`src/rtl/mc_main_ctrl.sv`:
```
// Main control FSM for the multicycle MIPS datapath: sequences
// fetch/decode/execute/memory/writeback and drives every datapath enable.
module mc_main_ctrl (
    input  logic       clk,
    input  logic       rst,
    input  logic [5:0] opcode,
    input  logic       mem_ready,
    output logic       pc_write,
    output logic       pc_write_cond,
    output logic       i_or_d,
    output logic       mem_read,
    output logic       mem_write,
    output logic       ir_write,
    output logic       mem_to_reg,
    output logic       reg_dst,
    output logic       reg_write,
    output logic       alu_src_a,
    output logic [1:0] alu_src_b,
    output logic [1:0] pc_source,
    output logic [1:0] alu_ct_op,
    output logic [3:0] state,
    output logic       illegal_op,
    output logic       illegal_seen
);

    localparam logic [5:0] OpRtype = 6'b000000;
    localparam logic [5:0] OpLw    = 6'b100011;
    localparam logic [5:0] OpSw    = 6'b101011;
    localparam logic [5:0] OpBeq   = 6'b000100;
    localparam logic [5:0] OpJ     = 6'b000010;
    localparam logic [5:0] OpAddiu = 6'b001001;

    typedef enum logic [3:0] {
        StFetch   = 4'd0,
        StDecode  = 4'd1,
        StMemAdr  = 4'd2,
        StMemRd   = 4'd3,
        StMemWb   = 4'd4,
        StMemWr   = 4'd5,
        StRtypeEx = 4'd6,
        StRtypeWb = 4'd7,
        StBeqEx   = 4'd8,
        StJEx     = 4'd9,
        StAddiEx  = 4'd10,
        StAddiWb  = 4'd11
    } state_e;

    state_e state_q, state_d;
    logic   illegal_seen_q, illegal_seen_d;

    // State and sticky-illegal registers, synchronous active-low reset.
    always_ff @(posedge clk) begin
        if (!rst) begin
            state_q        <= StFetch;
            illegal_seen_q <= 1'b0;
        end else begin
            state_q        <= state_d;
            illegal_seen_q <= illegal_seen_d;
        end
    end

    // Next-state and output decode; everything is held at 0 while in reset.
    always_comb begin
        state_d        = StFetch;
        pc_write       = 1'b0;
        pc_write_cond  = 1'b0;
        i_or_d         = 1'b0;
        mem_read       = 1'b0;
        mem_write      = 1'b0;
        ir_write       = 1'b0;
        mem_to_reg     = 1'b0;
        reg_dst        = 1'b0;
        reg_write      = 1'b0;
        alu_src_a      = 1'b0;
        alu_src_b      = 2'b00;
        pc_source      = 2'b00;
        alu_ct_op      = 2'b00;
        illegal_op     = 1'b0;
        state          = 4'd0;
        illegal_seen   = 1'b0;
        illegal_seen_d = illegal_seen_q;
        if (rst) begin
            state        = state_q;
            illegal_seen = illegal_seen_q;
            case (state_q)
                StFetch: begin
                    mem_read  = 1'b1;
                    alu_src_b = 2'b01;
                    ir_write  = mem_ready;
                    pc_write  = mem_ready;
                    state_d   = mem_ready ? StDecode : StFetch;
                end
                StDecode: begin
                    alu_src_b = 2'b11;
                    case (opcode)
                        OpLw, OpSw: state_d = StMemAdr;
                        OpRtype:    state_d = StRtypeEx;
                        OpBeq:      state_d = StBeqEx;
                        OpJ:        state_d = StJEx;
                        OpAddiu:    state_d = StAddiEx;
                        default: begin
                            illegal_op = 1'b1;
                            state_d    = StFetch;
                        end
                    endcase
                end
                StMemAdr: begin
                    alu_src_a = 1'b1;
                    alu_src_b = 2'b10;
                    state_d   = (opcode == OpLw) ? StMemRd : StMemWr;
                end
                StMemRd: begin
                    mem_read = 1'b1;
                    i_or_d   = 1'b1;
                    state_d  = mem_ready ? StMemWb : StMemRd;
                end
                StMemWb: begin
                    reg_write  = 1'b1;
                    mem_to_reg = 1'b1;
                end
                StMemWr: begin
                    mem_write = 1'b1;
                    i_or_d    = 1'b1;
                    state_d   = mem_ready ? StFetch : StMemWr;
                end
                StRtypeEx: begin
                    alu_src_a = 1'b1;
                    alu_ct_op = 2'b10;
                    state_d   = StRtypeWb;
                end
                StRtypeWb: begin
                    reg_write = 1'b1;
                    reg_dst   = 1'b1;
                end
                StBeqEx: begin
                    alu_src_a     = 1'b1;
                    alu_ct_op     = 2'b01;
                    pc_write_cond = 1'b1;
                    pc_source     = 2'b01;
                end
                StJEx: begin
                    pc_write  = 1'b1;
                    pc_source = 2'b10;
                end
                StAddiEx: begin
                    alu_src_a = 1'b1;
                    alu_src_b = 2'b10;
                    state_d   = StAddiWb;
                end
                StAddiWb: begin
                    reg_write = 1'b1;
                end
                // Unused codes 12-15 drive nothing and recover to fetch.
                default: state_d = StFetch;
            endcase
            illegal_seen_d = illegal_seen_q | illegal_op;
        end
    end

endmodule
```
`config.mk`:
```
export PLATFORM = sky130hd
export DESIGN_NAME = mc_main_ctrl
export DESIGN_NICKNAME = d
export VERILOG_FILES = /design/src/rtl/mc_main_ctrl.sv
export SDC_FILE = /design/constraint.sdc
export NUM_CORES = 1
export LEC_CHECK = 0
export CAP_MARGIN = 25
export CORE_AREA = 2 2 50 52
export DETAILED_ROUTE_END_ITERATION = 16
export DIE_AREA = 0 0 52 54
export PLACE_DENSITY = 0.7
export REMOVE_ABC_BUFFERS = 1
export SLEW_MARGIN = 20
export SYNTH_ARGS = -nofsm -noshare
export SYNTH_HDL_FRONTEND = slang
export SYNTH_SLANG_ARGS = --single-unit
```
`constraint.sdc`:
```
create_clock -name clk -period 2.15 [get_ports clk]
set_input_delay 0.215 -clock clk [delete_from_list [all_inputs] [get_ports clk]]
set_output_delay 0.215 -clock clk [all_outputs]
set_load 0.05 [all_outputs]
```
# Word level (Yosys, flattened, before mapping)
# Index checks and enable logic that the tools add are counted.
# classes
eq_ne	16
muxes	38
n_bitwise	1
n_reduce_logical	9
# op_table
op	n
4-bit case mux with 7 select lines	1
1-bit 2-to-1 mux	25
4-bit case mux with 5 select lines	1
4-bit by 3-bit == test with 1-bit output, second input constant	4
4-bit == test, second input constant	4
6-bit == test, second input constant	2
3-bit 2-to-1 mux	3
4-bit by 2-bit == test with 1-bit output, second input constant	2
2-bit case mux with 2 select lines	2
2-bit OR reduction	4
6-bit by 2-bit == test with 1-bit output, second input constant	1
6-bit by 3-bit == test with 1-bit output, second input constant	1
6-bit by 4-bit == test with 1-bit output, second input constant	1
6-bit logical NOT	1
2-bit 2-to-1 mux	3
2-bit case mux with 3 select lines	1
6-bit OR reduction	1
4-bit by 1-bit == test with 1-bit output, second input constant	1
4-bit logical NOT	1
4-bit 2-to-1 mux	1
4-bit OR reduction	1
3-bit OR reduction	1
1-bit case mux with 2 select lines	1
1-bit OR	1
# word_totals
reg_bits	5

# Logic depth before layout (Yosys ltp)
# Gate-level depths: netlist of run 1.
# logic_depth
ltp_word	6
mapped_depth	5
depth_no_buf	4

# Worst setup path after synthesis of run 1
# No wires, ideal clock.
# synth_path
path_type	reg2out
start	register state_q[2]
end	output port pc_source[0]
t_arrival_ns	2.186
setup_slack_ns	-0.251
path_stages_with_launch	6
n_path_buf	2
cell_sequence	dfxtp_1 -> buf_2 -> nor2b_1 -> nand2_1 -> nor3_1 -> buf_4
# synth_between
elab_chain_len	3
# synth_rtl
element	line_no	rtl
start: declaration	48	state_e state_q, state_d;
start signal: assignment	54	state_q <= StFetch;
start signal: assignment	57	state_q <= state_d;
4-bit == test	85	case (state_q)
2-bit case mux with 2 select lines *	85	
2-bit 2-to-1 mux *	82	if (rst) begin
end: declaration	19	output logic [1:0] pc_source,
# Mark *: on every way between the ends. The rest lies on a longest branch, timed or not.

# Worst setup path after layout of run 1
# layout_path
start	register state_q[2]
end	output port pc_write
# layout_between
elab_chain_len	3
# layout_rtl
element	line_no	rtl
4-bit == test / 4-bit logical NOT (equally long branches)	85	
1-bit case mux with 2 select lines *	85	
1-bit 2-to-1 mux *	82	
end: declaration	8	output logic pc_write,
# Marks and branches as above.

==> results.sh, run 1 <==
export IMPL_slew_violations=0
export IMPL_synth_ff_type="dfxtp_1"
export IMPL_p_leak_nw=0.4868
export IMPL_yosysWarningCount=0
export IMPL_cts_max_level=1
export IMPL_synth_area_leader_cell="dfxtp_1"
export IMPL_cts_sinks=5
export IMPL_area_growth_pct=80.91
export IMPL_cp_num_buf_inv=1
export IMPL_cts_tree="yes"
export IMPL_outcome="complete, no violations"
export IMPL_synth_cells=95
export IMPL_syn_area_per_cell_um2=6.967
export IMPL_period_share_pct=91.87
export IMPL_fin_hold_ws_ns=0.4573
export IMPL_die_x_um=52
export IMPL_grt_pass1_vias=699
export IMPL_grt_pass1_wl_um=3077
export IMPL_ios=31
export IMPL_netlist_top_cells_count="11 x nor2_1, 9 x nand2_1, 7 x nor3_1"
export IMPL_io_buffers=30
export IMPL_final_nets=135
export IMPL_cp_slowest_cell="dfxtp_1"
export IMPL_viasPerCell=4.961
export IMPL_nFillCells=227
export IMPL_critPathKind="flip-flop to output pin"
export IMPL_fmax_ghz=0.5063
export IMPL_yosysSeqAreaShare_pct=15.12
export IMPL_dr_total_vias=769
export IMPL_place_gp_congestion=0.7676
export IMPL_diodes=0
export IMPL_peakVddDrop_mv=0.2142
export IMPL_worst_setup_path_end_kind="output pin"
export IMPL_tightest_slew_ns=0.5863
export IMPL_rows=18
export IMPL_wl_per_cell_um=12.06
export IMPL_drtIter0Drc=13
export IMPL_crit_required_ns=1.93
export IMPL_fin_crit_ns=1.975
export IMPL_finalClockSkew_ns=0.001325
export IMPL_cts_buffers=3
export IMPL_arrival_ns=1.76
export IMPL_netlist_area_um2=661.9
export IMPL_grt_use_total_pct=14.53
export IMPL_die_area_um2=2808
export IMPL_dp_cells=151
export IMPL_die_h_um=54
export IMPL_fin_cells=155
export IMPL_hold_viol_final=0
export IMPL_design_core_area_um2=2320
export IMPL_hold_buffers=0
export IMPL_clk_latency_ns=0.25
export IMPL_dp_hpwl_um=1465
export IMPL_wl_um=1870
export IMPL_critPathLaunchType="flip-flop"
export IMPL_cts_setup_buffers=0
export IMPL_crit_family="flip-flops"
export IMPL_root_buffer="clkbuf_4"
export IMPL_synth_top_area_share_pct=15.12
export IMPL_ys_types=43
export IMPL_relSlewSlack_pct=60.86
export IMPL_dr_pass1_iters=4
export IMPL_ys_ff_latch=5
export IMPL_grt_overflow=0
export IMPL_synth_most_common_cell="nor2_1"
export IMPL_drive_gt1_share_pct=28.80
export IMPL_start_util_pct=28.53
export IMPL_setup_violations=0
export IMPL_clkTransAtPathRegs_ns=0.04
export IMPL_synth_edf_count=0
export IMPL_cp_max_fo=17
export IMPL_antenna_found_initial=0
export IMPL_grt_max_degree=18
export IMPL_hold_class="flip-flop to flip-flop"
export IMPL_rsz0062_at_grt="no"
export IMPL_drc=0
export IMPL_power_density_nw_per_um2=297.8
export IMPL_cp_cell_sequence="nor2b_1 -> nand2_1 -> nor2_1 -> or2_1 -> buf_12"
export IMPL_ff2ff_setup_slack_ns=0.58
export IMPL_synth_area_leaders="dfxtp_1 15%, nor2_1 6.2%, nor3_1 5.3%"
export IMPL_antenna_left=0
export IMPL_critPathMaxStageDelay_ns=0.68
export IMPL_clockBufferDepth=2
export IMPL_cap_violations=0
export IMPL_post_cts_resize_count=0
export IMPL_async_reset_ff_share_pct=0
-- registers in the layout, indices dropped and copies added (netlist names) --
register / cells
illegal_seen_q: 1
state_q: 4
-- where the power goes --
| group | switching, mW | internal (mW) |
|---|---|---|
| registers | 0.00319 | 0.0964 |
| clock network | 0.0401 | 0.0703 |
| logic | 0.0770 | 0.0696 |
| total | 0.120 | 0.236 |
-- final cells by class --
class / instances / area [um2] / area share, %
inverters: 1 / 3.754 / 0.3135
multi-input cells: 80 / 496.7 / 41.48
well taps: 30 / 37.54 / 3.135
clock buffers: 4 / 26.28 / 2.194
flip-flops and latches: 5 / 100.1 / 8.359
repair buffers: 35 / 533.0 / 44.51
-- per-stage QoR --
stage	setup TNS [ns]	area (um2)	power, mW	util, %	worst slack (ns)
after floorplan	-1.903	600.6	0.1718	-	-0.8702
after global placement	0	1171	0.2464	50.49	0.2948
after detailed placement	0	1171	0.2478	50.49	0.2472
after CTS	0	1197	0.3620	51.62	0.1701
after global routing	0	1197	0.3769	51.62	0.03344
final	0	1197	0.3565	51.62	0.1749
-- per-layer routing --
layer | global-route usage [%] | routed length, um | vias to the layer above
li1 | - | - | 399
met3 | 3.056 | 146 | 3
met1 | 16.56 | 805 | 333
met2 | 25.95 | 895 | 34
met5 | 0 | 0 | -
met4 | 6.579 | 24 | 0
-- final timing paths --
| check | startpoint | end | cells past startpoint |
|---|---|---|---|
| max | state_q[2] | pc_write | 5 |
| min | illegal_seen_q | illegal_seen_q | 2 |
| max reg2reg | state_q[2] | state_q[0] | 4 |
| min reg2reg | illegal_seen_q | illegal_seen_q | 2 |
-- cells by family (layout without fill, tap and decap cells) --
group,after synthesis,after routing,share of synthesized area (%)
buffers and inverters,10,40,9.828
AND/OR/NAND/NOR,56,56,47.83
flip-flops,5,5,15.12
AO/OA/AOI/OAI,21,21,23.25
XOR/XNOR,3,3,3.970
-- worst register-to-register path, delay by kind of cell, from the launching register on --
family	cells	cell delay (ns)
AOI/OAI and AO/OA	3	0.73
DFF	1	0.68
and+or+nand+nor	1	0.04
-- layout by cell type (no fill, tap or decap), types with 2 or more instances in the layout --
cell type | synthesis | layout
a21oi_1 | 5 | 5
nor3_1 | 7 | 7
nor2_1 | 11 | 11
a31o_1 | 2 | 2
o21ai_1 | 2 | 2
o21ai_0 | 2 | 2
nand2_1 | 9 | 9
buf_12 | 0 | 20
clkbuf_4 | 0 | 3
nand3_1 | 3 | 3
xor2_1 | 3 | 3
and3_1 | 2 | 2
clkdlybuf4s50_1 | 0 | 8
nand4_1 | 2 | 2
nor2b_1 | 2 | 2
and2b_1 | 2 | 2
and2_1 | 5 | 5
dfxtp_1 | 5 | 5
buf_4 | 2 | 7
No activity file was read; power rests on OpenSTA's default activity.
==> inputs of run 2 (changes only) <==
- CORE_AREA: 2 2 50 52 -> 5 5 53 55
- DIE_AREA: 0 0 52 54 -> 0 0 58 60
==> results.sh, run 2 (same netlist as run 1, synthesis figures left out) <==
export IMPL_antenna_left=0
export IMPL_cp_max_fo=17
export IMPL_rsz0062_at_grt="no"
export IMPL_layout_commonest_cell="buf_12"
export IMPL_switching_share_pct=34.94
export IMPL_critPathKind="flip-flop to output pin"
export IMPL_hold_viol_final=0
export IMPL_drive_gt1_share_pct=27.64
export IMPL_combPwrFrac_pct=40.6
export IMPL_hold_buffers=0
export IMPL_viasPerCell=5.157
export IMPL_die_h_um=60
export IMPL_area_growth_pct=82.42
export IMPL_drc=0
export IMPL_slew_violations=0
export IMPL_cts_setup_buffers=0
export IMPL_utilization_pct=51.55
export IMPL_cts_tree="yes"
export IMPL_largest_reg_flops=4
export IMPL_rows=18
export IMPL_nFillCells=231
export IMPL_drtIter0Drc=11
export IMPL_final_nets=133
export IMPL_cap_violations=0
export IMPL_place_gp_congestion=0.7339
export IMPL_finalClockSkew_ns=0.005500
export IMPL_antenna_found_initial=0
export IMPL_period_share_pct=92.25
export IMPL_multi_input_area_um2=496.7
export IMPL_arrival_ns=1.77
export IMPL_wl_per_cell_um=12.18
export IMPL_reg_top3="state_q x4, illegal_seen_q x1"
export IMPL_regMostFlops="state_q"
export IMPL_cts_sinks=5
export IMPL_peakVddDrop_mv=0.1811
export IMPL_grt_overflow=0
export IMPL_clk_latency_ns=0.25
export IMPL_start_util_pct=28.26
export IMPL_wl_um=1864
export IMPL_critPathLaunchType="flip-flop"
export IMPL_hold_class="flip-flop to flip-flop"
export IMPL_clkPwrFrac_pct=32.1
export IMPL_seqCellArea_um2=100.1
export IMPL_io_buffers=30
export IMPL_setup_violations=0
export IMPL_relSlewSlack_pct=62.64
export IMPL_crit_required_ns=1.93
export IMPL_cts_buffers=3
export IMPL_die_area_um2=3480
export IMPL_finalInstanceArea_um2=1207
export IMPL_dr_total_vias=789
export IMPL_dp_hpwl_um=1508
export IMPL_grt_pass1_wl_um=3139
export IMPL_p_int_uw=235.3
export IMPL_die_x_um=58
export IMPL_fin_crit_ns=1.983
export IMPL_dr_pass1_iters=4
export IMPL_final_cell_mix="22 x buf_12, 11 x nor2_1, 9 x nand2_1"
export IMPL_power_switching_uw=126.3
export IMPL_cts_max_level=1
export IMPL_sequentialPowerShare_pct=27.3
export IMPL_fmax_ghz=0.5042
export IMPL_outcome="complete, no violations"
export IMPL_tightest_slew_ns=0.5596
export IMPL_worst_setup_path_end_kind="output pin"
export IMPL_power_density_nw_per_um2=299.5
export IMPL_grt_pass1_vias=723
export IMPL_diodes=0
export IMPL_root_buffer="clkbuf_4"
export IMPL_grt_use_total_pct=11.60
export IMPL_post_cts_resize_count=0
export IMPL_p_total_uw=361.6
export IMPL_design_core_area_um2=2342
export IMPL_clkTransAtPathRegs_ns=0.05
export IMPL_place_area_um2=1181
export IMPL_ios=31
export IMPL_p_leak_nw=0.4815
export IMPL_clockBufferDepth=2
export IMPL_grt_max_degree=18
[run 2: cell count changes in the layout (fill, tap and decap cells not counted), sizes merged]
cell and delta:
buf -2
[run 2: metrics by stage]
step           setup TNS [ns]  setup slack [ns]  cells  hold WS (ns)
2_1_floorplan          -1.903           -0.8702     86        0.3413
3_3_place_gp                0            0.2791    149        0.4487
3_5_place_dp                0            0.2707    149        0.4495
4_1_cts                     0            0.1673    153        0.4700
5_1_grt                     0           0.03602    153        0.4998
6_report                    0            0.1666    153        0.4625
[run 2: path summary, 6_finish.rpt]
kind | startpoint | cells after the start | to | slack [ns]
min | illegal_seen_q | 2 | illegal_seen_q | 0.46
max reg2reg | state_q[2] | 4 | state_q[0] | 0.60
max | state_q[1] | 4 | illegal_op | 0.17
min reg2reg | illegal_seen_q | 2 | illegal_seen_q | 0.46
[run 2: per-layer routing]
layer	up-vias	part of all wire, %	wire length, um	global-route usage (%)
li1	399	-	-	-
met1	355	41	769	13.00
met2	30	49	910	20.00
met3	5	6.0	112	1.296
met4	0	3.8	71	8.940
met5	-	0	0	0
[run 2: area by class of cell]
class | instances | share of cell area, %
timing repair buffer | 33 | 44.97
multi-input combinational | 80 | 41.14
sequential | 5 | 8.290
tap | 30 | 3.109
clock buffer | 4 | 2.176
inverter | 1 | 0.3109
[run 2: power groups by stage]
stage	Sequential, mW	Combinational [mW]	Clock [mW]
global placement	0.100	0.144	0
global route	0.0992	0.156	0.124
CTS	0.0987	0.148	0.121
finish	0.0988	0.147	0.116
detailed placement	0.100	0.147	0
floorplan	0.103	0.0689	0
[run 2: critical path, stage by stage (launching register included)]
cell	delay [ns]
dfxtp_1	0.47
nor2b_2	0.35
nand3_1	0.15
nor3_1	0.36
buf_12	0.19
